[config.mk]
export PLATFORM = sky130hd
export DESIGN_NAME = pool_line_feeder
export DESIGN_NICKNAME = d
export VERILOG_FILES = /design/src/rtl/pool_line_feeder.sv
export SDC_FILE = /design/constraint.sdc
export NUM_CORES = 2
export LEC_CHECK = 0
export ABC_AREA = 1
export BUFFER_PORTS_ARGS = -buffer_cell sky130_fd_sc_hd__buf_2
export CORE_AREA = 2 2 535 537
export DETAILED_ROUTE_END_ITERATION = 10
export DIE_AREA = 0 0 537 539
export PLACE_DENSITY_LB_ADDON = 0.3
export SLEW_MARGIN = 15
export SYNTH_ARGS = -nofsm -noshare
export SYNTH_HDL_FRONTEND = slang
export SYNTH_SLANG_ARGS = --single-unit
[constraint.sdc]
create_clock -name clk -period 5.6 [get_ports clk]
set_clock_uncertainty 0.15 [all_clocks]
set_input_delay 1.68 -clock clk [delete_from_list [all_inputs] [get_ports clk]]
set_output_delay 1.68 -clock clk [all_outputs]
set_load 0.01 [all_outputs]
[src/rtl/pool_line_feeder.sv]
// pool_line_feeder: pairs consecutive conv rows into a line-0/line-1 vector for the 2x2 max-pool array,
// issues one max_en pulse per pair and tracks pool latency and frame position.
module pool_line_feeder #(
    parameter int ROW_W    = 28,
    parameter int DATA_W   = 16,
    parameter int ROWS     = 28,
    parameter int POOL_LAT = 1,
    localparam int LW = ROW_W * DATA_W,
    localparam int PW = (ROWS / 2 > 1) ? $clog2(ROWS / 2) : 1
) (
    input  logic                clk,
    input  logic                rst,
    input  logic [LW-1:0]       row_in,
    input  logic                row_valid,
    output logic                row_ready,
    input  logic                pool_ready,
    input  logic                flush,
    output logic [2*LW-1:0]     fm_out,
    output logic [ROW_W/2-1:0]  max_en,
    output logic                pool_valid,
    output logic [PW-1:0]       pair_idx,
    output logic                frame_done
);
    if (ROW_W % 2 != 0) begin : g_bad_row_w
        $error("ROW_W must be even");
    end
    if (ROWS % 2 != 0) begin : g_bad_rows
        $error("ROWS must be even");
    end
    if (POOL_LAT < 1) begin : g_bad_lat
        $error("POOL_LAT must be >= 1");
    end

    typedef enum logic [1:0] {WAIT_ROW0, WAIT_ROW1, ISSUE} state_t;

    state_t              state_q, state_d;
    logic [LW-1:0]       line0_q, line1_q;
    logic [PW-1:0]       cnt_q, cnt_d, pair_idx_q;
    logic [POOL_LAT-1:0] lat_q;
    logic                xfer, issue, last;

    assign row_ready  = !rst && !flush && state_q != ISSUE;
    assign xfer       = row_valid && row_ready;
    assign issue      = !rst && !flush && state_q == ISSUE && pool_ready;
    assign last       = cnt_q == PW'(ROWS / 2 - 1);
    assign max_en     = {(ROW_W/2){issue}};
    assign frame_done = issue && last;
    assign fm_out     = {line1_q, line0_q};
    assign pool_valid = lat_q[POOL_LAT-1];
    assign pair_idx   = pair_idx_q;

    always_comb begin
        state_d = (flush || issue) ? WAIT_ROW0 :
                  (xfer && state_q == WAIT_ROW0) ? WAIT_ROW1 :
                  (xfer && state_q == WAIT_ROW1) ? ISSUE : state_q;
        cnt_d   = (flush || (issue && last)) ? '0 : issue ? cnt_q + PW'(1) : cnt_q;
    end

    // Flush leaves lat_q alone so results already issued still report valid.
    always_ff @(posedge clk) begin
        if (rst) begin
            state_q    <= WAIT_ROW0;
            line0_q    <= '0;
            line1_q    <= '0;
            cnt_q      <= '0;
            pair_idx_q <= '0;
            lat_q      <= '0;
        end else begin
            state_q <= state_d;
            cnt_q   <= cnt_d;
            lat_q   <= POOL_LAT'({lat_q, issue});
            if (xfer && state_q == WAIT_ROW0) line0_q <= row_in;
            if (xfer && state_q == WAIT_ROW1) line1_q <= row_in;
            if (issue) pair_idx_q <= cnt_q;
        end
    end
endmodule

==> impl_metrics.csv <==
group,metric,value,unit
power_and_ir_drop,pwr-share-comb,8.1,%
cells_and_area,fin_nets,7445,
yosys,synthMostInstantiatedCell,"nand2_1",
yosys,synth.top_cell.area_share,49.5,%
hold_path,min_path_type,"reg -> reg",
yosys,yosys-top-cells-count,"nand2_1, nor2_1, dfxtp_1, inv_1, buf_2",
die,core-area,0.284,mm2
yosys,synth_top_area_cell,"dfxtp_1",
clock_tree,holdBufCountCts,0,
yosys,syn_inst,5753,
cells_and_area,drive_above_1_share,22.7,%
critical_path,crit_path_start_kind,"input pin",
grt,grt_use_total,13.2,%
clock_tree,clk_latency,0.79,ns
timing,layout_min_cycle_time,4.87,ns
critical_path,critPathArrivalTime,3.04,ns
critical_path,path_class,"in -> out",
power_and_ir_drop,pwr-share-clk,48.1,%
route,first_pass_iters,5,
grt,grt_max_degree,184,
yosys,ys_async_sr_fraction,0,%
clock_tree,clock_path_buffers,4,
power_and_ir_drop,switching_share,26.1,%
clock_tree,htree_levels,3,
die,placementRows,196,
cells_and_area,area_growth,40.0,%
timing,fmax,205,MHz
yosys,netlist_area,0.0367,mm2
grt,grt_pass1_vias,33050,
timing,finalHoldViolations,0,
placed_design,dp_slack,0.705,ns
yosys,synth_warnings,0,
power_and_ir_drop,ir_drop,0.000202,V
critical_path,crit_path_end_kind,"output port",
power_and_ir_drop,powerDensity,300,mW/mm2
die,start_util,12.9,%
die,fp.dieH,539,um
power_and_ir_drop,leakagePower,29.5,nW
critical_path,crit_required,3.77,ns
timing,final.setup.tns,0,ns
clock_tree,cts.repair.resized,0,
timing,fin_crit_sh,86.9,%
cells_and_area,fillCellCount,32960,
clock_tree,cts_tree,"done",
die,die_w,537,um
timing,setup_viol,0,
yosys,synth_edf_count,0,
grt,overflow,0,
clock_tree,postCtsSetupRepairBufs,0,
route,drt-total-wl,201000,um
critical_path,cp_max_fo,9,
placed_design,numPortBuffers,1369,
cells_and_area,fin_util,18.1,%
route,wl_per_cell,18.4,um
route,drt-vias-per-instance,3.34,
power_and_ir_drop,switchingPower,4.02,mW
grt,grt_antenna_before_repair,177,
route,drt_iter0_drc,2094,
timing,rsz0062_at_grt,"no",
yosys,synthDistinctLibCells,17,
critical_path,worstReg2RegStart,"state_q[1]$_SDFFE_PP0P_",
placed_design,gp_congestion,0.876,
route,drc,0,
clock_tree,clock_sinks,907,
critical_path,cp-startpoint,"rst",
yosys,syn_nets,6208,
yosys,synth_ff_type,"dfxtp_1",
power_and_ir_drop,p_total,15.4,mW
die,ios,1370,
clock_tree,clkSlewWorstSetupHoldPaths,0.05,ns
grt,grt_pass1_wl,269000,um
timing,slew_headroom,31.8,%
job,maxCapViolations,0,
placed_design,hpwl,161000,um
die,dieArea,0.289,mm2
power_and_ir_drop,p_int,11.4,mW
clock_tree,cts_buffers,116,
route,num_vias,36385,
hold_path,worstHoldStart,"pair_idx[3]$_SDFFE_PP0P_",
outcome,status,"finished clean",
cells_and_area,seq_area,0.0182,mm2
yosys,yosysSeqAreaShare,49.5,%
yosys,synth_area_per_cell,6.38,um2
yosys,synth.area.top_cells,"dfxtp_1, nand2_1, nor2_1",
timing,finalWorstSetupSlack,0.732,ns
timing,worst_pin_slew,1.02,ns
power_and_ir_drop,pwr-share-seq,43.7,%
cells_and_area,multiInputGateArea,0.0137,mm2
route,antenna_left,0,
yosys,ys_seq_elements,907,
timing,drv_slew,0,
clock_tree,clockRootBuffer,"clkbuf_16",
routing by layer:
| metal | vias to the layer above | share of wire (%) | global-route usage, % |
|---|---|---|---|
| li1 | 18807 | - | - |
| met1 | 15554 | 38 | 14.2 |
| met2 | 1453 | 45 | 21.9 |
| met3 | 461 | 15 | 8.11 |
| met4 | 110 | 2.8 | 3.09 |
| met5 | - | 0.36 | 0 |
cells by family after synthesis:
logic type	Yosys count	share of synthesized area, %
adder cells (fa/ha/maj)	2	0.0682
flip-flops	907	49.5
XOR/XNOR	1	0.0239
AND/OR/NAND/NOR	3618	37.1
buffers and inverters	1215	13.2
AO/OA/AOI/OAI	10	0.136
cell usage in the layout, fill, tap and decap left out:
cell type   count
clkinv_8        1
bufinv_16       4
clkbuf_16     116
nand3_1         4
buf_4          43
buf_2        1369
inv_8           1
nand4_1         1
a21oi_1         6
nand2_1      1806
nor2_1       1803
inv_6           4
clkbuf_8       25
xor2_1          1
nand4_4         2
clkinv_4        4
inv_16          1
diode_2        53
buf_12         18
o21ai_0         4
clkinv_2       14
clkbuf_1       33
nor2_4          2
inv_1         903
dfxtp_1       907
ha_1            2
clkinvlp_4      2
critical path, cell delays in order:
cell	delay, ns
buf_2	0.17
nor2_4	0.20
nand3_1	0.34
nor2_1	0.42
buf_2	0.21
power groups by stage:
stage	Sequential, mW	Clock [mW]	Combinational (mW)
2_1_floorplan	6.96	0	0.493
3_3_place_gp	6.87	0	1.28
3_5_place_dp	6.88	0	1.27
4_1_cts	6.74	7.70	1.28
5_1_grt	6.76	7.95	1.40
6_report	6.74	7.41	1.25
area by class of cell:
cell class / count / share of cell area (%)
Timing Repair Buffer: 1430 / 14.7
Tap cell: 3762 / 9.17
Inverter: 904 / 6.62
Clock buffer: 174 / 6.57
Multi-Input combinational cell: 3631 / 26.7
Sequential cell: 907 / 35.4
Antenna cell: 53 / 0.258
Clock inverter: 30 / 0.607
metrics by stage:
stage	hold WS (ns)	area, um2	cells
CTS	0.335	51200	10838
floorplan	0.325	36700	5753
global route	0.359	51200	10844
finish	0.325	51300	10891
global placement	0.311	47500	10634
detailed placement	0.322	47500	10634
state kept, by name, summed over array words and instances (netlist names):
signal and cells:
line0_q 448, line1_q 448, state_q 2, pool_valid 1
cnt_q 4, pair_idx 4
worst paths after layout:
path,cells after the start,slack (ns),endpoint
min reg2reg,2,0.33,pair_idx[3]$_SDFFE_PP0P_
max reg2reg,7,3.13,line1_q[128]$_SDFFE_PP0P_
max,5,0.73,frame_done
min,2,0.33,pair_idx[3]$_SDFFE_PP0P_
Power figures use the tool's default switching activity.
